==> src/rtl/jk_count_monitor_if.sv <==
// Bundles the observed JK counter bits, clear request and recovered outputs.
// The DUT takes the slave modport and the bench takes the master modport.
interface jk_count_monitor_if #(
    parameter int POS_W = 8
);
    logic                    a;
    logic                    b;
    logic                    clr;
    logic                    e_rec;
    logic                    f_rec;
    logic                    valid;
    logic                    err;
    logic                    fault;
    logic                    dir_chg;
    logic signed [POS_W-1:0] pos;
    logic [3:0]              err_cnt;

    modport master (
        output a, b, clr,
        input  e_rec, f_rec, valid, err, fault, dir_chg, pos, err_cnt
    );

    modport slave (
        input  a, b, clr,
        output e_rec, f_rec, valid, err, fault, dir_chg, pos, err_cnt
    );
endinterface

==> src/rtl/jk_count_monitor.sv <==
// Recovers enable/direction and a signed position from a 2-bit JK counter's outputs.
// Defining JKMON_ERRCNT_EN adds a saturating illegal-transition counter on err_cnt.
module jk_count_monitor #(
    parameter int POS_W = 8
) (
    input  logic                c,
    input  logic                reset,
    jk_count_monitor_if.slave   bus
);
    typedef enum logic [1:0] {SYNC, TRACK, FAULT} state_t;

    state_t           state_q, state_d;
    logic [1:0]       prv_q, prv_d;
    logic [1:0]       cur, delta;
    logic             e_rec_q, e_rec_d;
    logic             f_rec_q, f_rec_d;
    logic             valid_q, valid_d;
    logic             err_q, err_d;
    logic             fault_q, fault_d;
    logic             dir_chg_q, dir_chg_d;
    logic             have_move_q, have_move_d;
    logic [POS_W-1:0] pos_q, pos_d;

    always_comb begin
        cur         = {bus.a, bus.b};
        delta       = cur - prv_q;
        state_d     = state_q;
        prv_d       = prv_q;
        e_rec_d     = 1'b0;
        f_rec_d     = f_rec_q;
        valid_d     = 1'b0;
        err_d       = 1'b0;
        fault_d     = 1'b0;
        dir_chg_d   = 1'b0;
        have_move_d = have_move_q;
        pos_d       = pos_q;

        if (bus.clr) begin
            state_d     = SYNC;
            pos_d       = '0;
            f_rec_d     = 1'b0;
            have_move_d = 1'b0;
        end else begin
            case (state_q)
                SYNC: begin
                    prv_d       = cur;
                    state_d     = TRACK;
                    have_move_d = 1'b0;
                end
                TRACK: begin
                    prv_d   = cur;
                    valid_d = 1'b1;
                    // f_rec_q holds the last move's direction; have_move_q gates the first move
                    case (delta)
                        2'd0: ;
                        2'd1: begin
                            e_rec_d     = 1'b1;
                            f_rec_d     = 1'b1;
                            pos_d       = pos_q + POS_W'(1);
                            dir_chg_d   = have_move_q && !f_rec_q;
                            have_move_d = 1'b1;
                        end
                        2'd3: begin
                            e_rec_d     = 1'b1;
                            f_rec_d     = 1'b0;
                            pos_d       = pos_q - POS_W'(1);
                            dir_chg_d   = have_move_q && f_rec_q;
                            have_move_d = 1'b1;
                        end
                        default: begin
                            valid_d = 1'b0;
                            err_d   = 1'b1;
                            fault_d = 1'b1;
                            state_d = FAULT;
                        end
                    endcase
                end
                FAULT:   fault_d = 1'b1;
                default: state_d = SYNC;
            endcase
        end
    end

`ifdef JKMON_ERRCNT_EN
    logic [3:0] err_cnt_q, err_cnt_d;

    always_comb begin
        err_cnt_d = err_cnt_q;
        if (err_d && (err_cnt_q != 4'hF)) err_cnt_d = err_cnt_q + 4'd1;
    end

    always_ff @(posedge c) begin
        if (!reset) err_cnt_q <= '0;
        else        err_cnt_q <= err_cnt_d;
    end

    assign bus.err_cnt = err_cnt_q;
`else
    assign bus.err_cnt = '0;
`endif

    always_ff @(posedge c) begin
        if (!reset) begin
            state_q     <= SYNC;
            prv_q       <= 2'b00;
            e_rec_q     <= 1'b0;
            f_rec_q     <= 1'b0;
            valid_q     <= 1'b0;
            err_q       <= 1'b0;
            fault_q     <= 1'b0;
            dir_chg_q   <= 1'b0;
            have_move_q <= 1'b0;
            pos_q       <= '0;
        end else begin
            state_q     <= state_d;
            prv_q       <= prv_d;
            e_rec_q     <= e_rec_d;
            f_rec_q     <= f_rec_d;
            valid_q     <= valid_d;
            err_q       <= err_d;
            fault_q     <= fault_d;
            dir_chg_q   <= dir_chg_d;
            have_move_q <= have_move_d;
            pos_q       <= pos_d;
        end
    end

    assign bus.e_rec   = e_rec_q;
    assign bus.f_rec   = f_rec_q;
    assign bus.valid   = valid_q;
    assign bus.err     = err_q;
    assign bus.fault   = fault_q;
    assign bus.dir_chg = dir_chg_q;
    assign bus.pos     = pos_q;
endmodule

==> src/flat_wrapper.sv <==
// flat-port wrapper written by rule: the top's interface ports become plain ports
module jk_count_monitor_flat 
#(
    parameter int POS_W = 8
)
  (c, reset, bus_a, bus_b, bus_clr, bus_e_rec, bus_f_rec, bus_valid, bus_err, bus_fault, bus_dir_chg, bus_pos, bus_err_cnt);
  jk_count_monitor_if #(.POS_W(POS_W)) bus_i ();
  input  logic c;
  input  logic reset;
  input wire logic [$bits(bus_i.a)-1:0] bus_a;
  input wire logic [$bits(bus_i.b)-1:0] bus_b;
  input wire logic [$bits(bus_i.clr)-1:0] bus_clr;
  output wire logic [$bits(bus_i.e_rec)-1:0] bus_e_rec;
  output wire logic [$bits(bus_i.f_rec)-1:0] bus_f_rec;
  output wire logic [$bits(bus_i.valid)-1:0] bus_valid;
  output wire logic [$bits(bus_i.err)-1:0] bus_err;
  output wire logic [$bits(bus_i.fault)-1:0] bus_fault;
  output wire logic [$bits(bus_i.dir_chg)-1:0] bus_dir_chg;
  output wire logic [$bits(bus_i.pos)-1:0] bus_pos;
  output wire logic [$bits(bus_i.err_cnt)-1:0] bus_err_cnt;
  assign bus_i.a = bus_a;
  assign bus_i.b = bus_b;
  assign bus_i.clr = bus_clr;
  assign bus_e_rec = bus_i.e_rec;
  assign bus_f_rec = bus_i.f_rec;
  assign bus_valid = bus_i.valid;
  assign bus_err = bus_i.err;
  assign bus_fault = bus_i.fault;
  assign bus_dir_chg = bus_i.dir_chg;
  assign bus_pos = bus_i.pos;
  assign bus_err_cnt = bus_i.err_cnt;
  jk_count_monitor #(.POS_W(POS_W)) u_core (.c(c), .reset(reset), .bus(bus_i));
endmodule
==> config.mk <==
export PLATFORM = sky130hd
export DESIGN_NAME = jk_count_monitor_flat
export DESIGN_NICKNAME = d
export VERILOG_FILES = /design/src/rtl/jk_count_monitor_if.sv /design/src/rtl/jk_count_monitor.sv /design/src/flat_wrapper.sv
export SDC_FILE = /design/constraint.sdc
export NUM_CORES = 1
export LEC_CHECK = 0
export ABC_CLOCK_PERIOD_IN_PS = 5950
export CORE_AREA = 2 2 55 57
export DETAILED_ROUTE_END_ITERATION = 8
export DIE_AREA = 0 0 57 59
export MAX_ROUTING_LAYER = met4
export PLACE_DENSITY = 0.6
export SETUP_SLACK_MARGIN = 0.15
export SLEW_MARGIN = 0
export SYNTH_ARGS = -nofsm -noshare
export SYNTH_HDL_FRONTEND = slang
export SYNTH_SLANG_ARGS = --single-unit
export TNS_END_PERCENT = 50
==> constraint.sdc <==
create_clock -name c -period 5.95 [get_ports c]
set_input_delay 0.8925 -clock c [delete_from_list [all_inputs] [get_ports c]]
set_output_delay 0.8925 -clock c [all_outputs]
set_load 0.05 [all_outputs]
==> results.md <==
- CP Buf/Inv Count: 2
- Nets: 147
- Count of final setup violators: 0
- Pins Over Slew Limit: 0
- Mapped Cells: 118
- # DRC: 0
- Ant. Diodes: 0
- Synth Cell Area: 1070 um^2
- Rel. slew slack: 0.669
- Placer Congestion: between 0.7 and 0.8
- Max Fclk: approximately 300 MHz
- EDFF count, synth: 0
- CTS root buf: clkbuf_4
- Peak supply drop: between 0.09 and 0.1 mV
- Clock Sinks: 19
- Share of the synthesized area in the top cell type: 0.355
- Worst path top cell family by delay: simple AND/OR/NAND/NOR gates
- Tmin final: 3290 ps
- Detailed Route WL: 2360 um
- Chip height: 59 um
- Layout cell share with drive strength beyond 1: 0.0662
- Hold path cells: 2
- Hold crit path type: reg -> reg
- Total power: 0.258 mW
- Post-synth cell types: between 40 and 50
- Largest net degree at the start of global routing: 16
- NetSw: 0.0812 mW
- CORE AREA: 2710 um^2
- Crit-path cells: clkdlybuf4s50_1, inv_1, ha_1, xnor3_2, nor2_1, xor2_1, ha_1, or3_2, mux2i_1, mux2i_1
- Worst hold start: u_core.bus.pos[7]$_SDFFE_PP0P_
- Max Buffers Root-to-Sink: 2
- Post-CTS Setup Bufs: 0
- Leakage: 0.524 nW
- Clk_lat worst skew: 310 ps
- Drt wl/cell: ~14 um
- Yosys warnings: 0
- Critical path's slowest cell: or3_2
- Fin util: 0.472
- CTS Buf Count: 3
- IO Port Bufs: 18
- Main area contributors after synthesis: dfxtp_1 (36%), mux2i_1 (7.5%), ha_1 (5.8%), nand2_1 (4.2%), nand2b_1 (3.5%)
- Initial drt markers: 24
- Initial antenna violation count: 0
- CTS resizes: 0
- Arrival time at the worst endpoint: 3540 ps
- R2R Path End: u_core.bus.pos[6]$_SDFFE_PP0P_
- TNS Setup: 0 ps
- Worst Path Required: 6190 ps
- RSZ-0062 raised after global routing: no
- Routed vias/inst: between 5 and 6
- Final antenna-violating net count: 0
- Hold Path End: u_core.bus.pos[7]$_SDFFE_PP0P_
- DRT Pass-1 Iters: 4
- Synthesis-to-finish area growth: 19.4%
- Part of the cycle the worst path needs: 0.553
- Pre-CTS WS: around 2400 ps
- Clock-pin slew on the worst setup and hold paths: 110 ps
- Clk_skew: 4.38 ps
- # Max-Cap Violations: 0
- CTS tree: done
- Comb power frac: 0.220
- Final hold violation count: 0
- Crit. path cell count: 10
- FF-to-FF setup slack: 3390 ps
- Sequential-to-total area share from yosys stat: 0.355
- # IOs: 23
- Die Wd: 57 um
- First-pass GRT wire length: 4010 um
- GR Overflow Total: 0
- # rows: 19
- Main synth FF type: dfxtp_1
- Max H-tree Level: 1
- DP HPWL: between 1500 and 2000 um
- Via count: 909
- Ys async rst share: 0
- Dominant cell type by area after synthesis: dfxtp_1
- Pint: about 0.18 mW
- Vias in the first global route: 885
- Synth Register Bits: 19
- Clock share of power: 0.264
- Switching Share: 0.315
- RR Startpoint: u_core.prv_q[0]$_SDFFE_PN0P_
- Power per Cell Area: a little over 200 nW/um^2
- Gr usage total: 0.158
- Die footprint: around 3400 um^2
- Element type at the critical path end: flop
- Slowest stage delay, CP: 500 ps
- Mapped Avg Cell Area: 9.08 um^2
- Slew @ Worst Pin: 496 ps
- Flop pwr share: 0.516
- Worst-path fanout max: 10
- Hold buffers post-CTS: 0
- Slack of the critical path: 2660 ps
- Crit start category: primary input
- Starting Density: 0.395
- Worst Path Class, Setup: in -> reg
- Status: finished, final reports clean
- Reg2Reg Depth: 8
routing by layer:
metal  part of all wire  up-vias  routed length [um]  GRT usage
li1                   -      448                   -          -
met5                  0        -                   0          -
met4              0.018        0                  42     0.0598
met1               0.46      420                1080      0.206
met3              0.059        5                 138     0.0240
met2               0.46       36                1090      0.248
power groups by stage:
stage                     sequential (mW)  combinational [mW]  clock (mW)
after floorplan                     0.140              0.0419           0
after global placement              0.136              0.0555           0
after detailed placement            0.136              0.0559           0
after CTS                           0.133              0.0564      0.0708
after global routing                0.134              0.0611      0.0725
final                               0.133              0.0566      0.0680
state kept, by name, summed over array words and instances, names as in the netlist:
name	flops
u_core.bus.pos	8
u_core.prv_q	2
u_core.state_q	2
u_core.bus.dir_chg	1
u_core.bus.e_rec	1
u_core.bus.err	1
u_core.bus.f_rec	1
u_core.bus.fault	1
u_core.bus.valid	1
u_core.have_move_q	1
kinds of logic (layout without fill, tap and decap cells):
family	Yosys count	after routing	synth area share
fa+ha+maj	5	5	0.0584
other cells	1	4	0.00350
compound gates	20	20	0.129
buf+inv	12	27	0.0642
xor+xnor	5	5	0.0689
flops	19	19	0.355
mux	8	8	0.0748
simple gates	48	48	0.247
worst max-delay path by stage:
stage	from	to	slack, ps
after floorplan	bus_b	u_core.bus.pos[6]$_SDFFE_PP0P_	3000
after global placement	bus_b	u_core.bus.pos[6]$_SDFFE_PP0P_	2430
after CTS	bus_b	u_core.bus.pos[6]$_SDFFE_PP0P_	2670
after detailed placement	bus_b	u_core.bus.pos[6]$_SDFFE_PP0P_	2390
after global routing	bus_b	u_core.bus.pos[6]$_SDFFE_PP0P_	2470
final	bus_b	u_core.bus.pos[6]$_SDFFE_PP0P_	2660
synthesized netlist by cell type (2+ instances only):
library cell	n
o2111ai_1	2
nor3_1	2
nand2b_1	6
dfxtp_1	19
nor4_1	2
ha_1	5
mux2i_1	8
a21oi_1	6
inv_1	5
nand2_1	12
buf_4	4
nor2b_1	3
o21ai_0	2
xnor2_1	2
nand4_1	2
nor2_1	9
or3_1	2
layout make-up:
cell class	count	area [um^2]
fill	278	1430
multi-input combinational	90	633
sequential	19	380
timing repair buffer	18	180
tap	31	38.8
clock buffer	3	22.5
inverter	5	18.8
clock inverter	1	5.00
stage by stage:
stage | instance area (um^2) | hold WS, ps | instances
2_1_floorplan | 1080 | 446 | 121
3_3_place_gp | 1250 | 454 | 163
3_5_place_dp | 1250 | 462 | 163
4_1_cts | 1280 | 486 | 167
5_1_grt | 1280 | 499 | 167
6_report | 1280 | 482 | 167
tightest hold or removal path, stage by stage, from the launching register on:
cell,delay (ps)
dfxtp_1,340
nand2_1,50
mux2i_1,50
placed cells by master (no fill, tap or decap), drive strengths merged, types with 2 or more instances in the layout:
| cell | instances |
|---|---|
| nor3 | 2 |
| nand2b | 6 |
| nand2 | 12 |
| conb | 4 |
| ha | 5 |
| inv | 5 |
| dfxtp | 19 |
| or3 | 3 |
| clkbuf | 3 |
| clkdlybuf4s50 | 18 |
| xnor2 | 2 |
| nor2 | 9 |
| o21ai | 2 |
| mux2i | 8 |
| nand4 | 2 |
| a21oi | 6 |
| o2111ai | 2 |
| nor4 | 2 |
| nor2b | 3 |
Note: power is estimated with default switching activity, not from simulation.
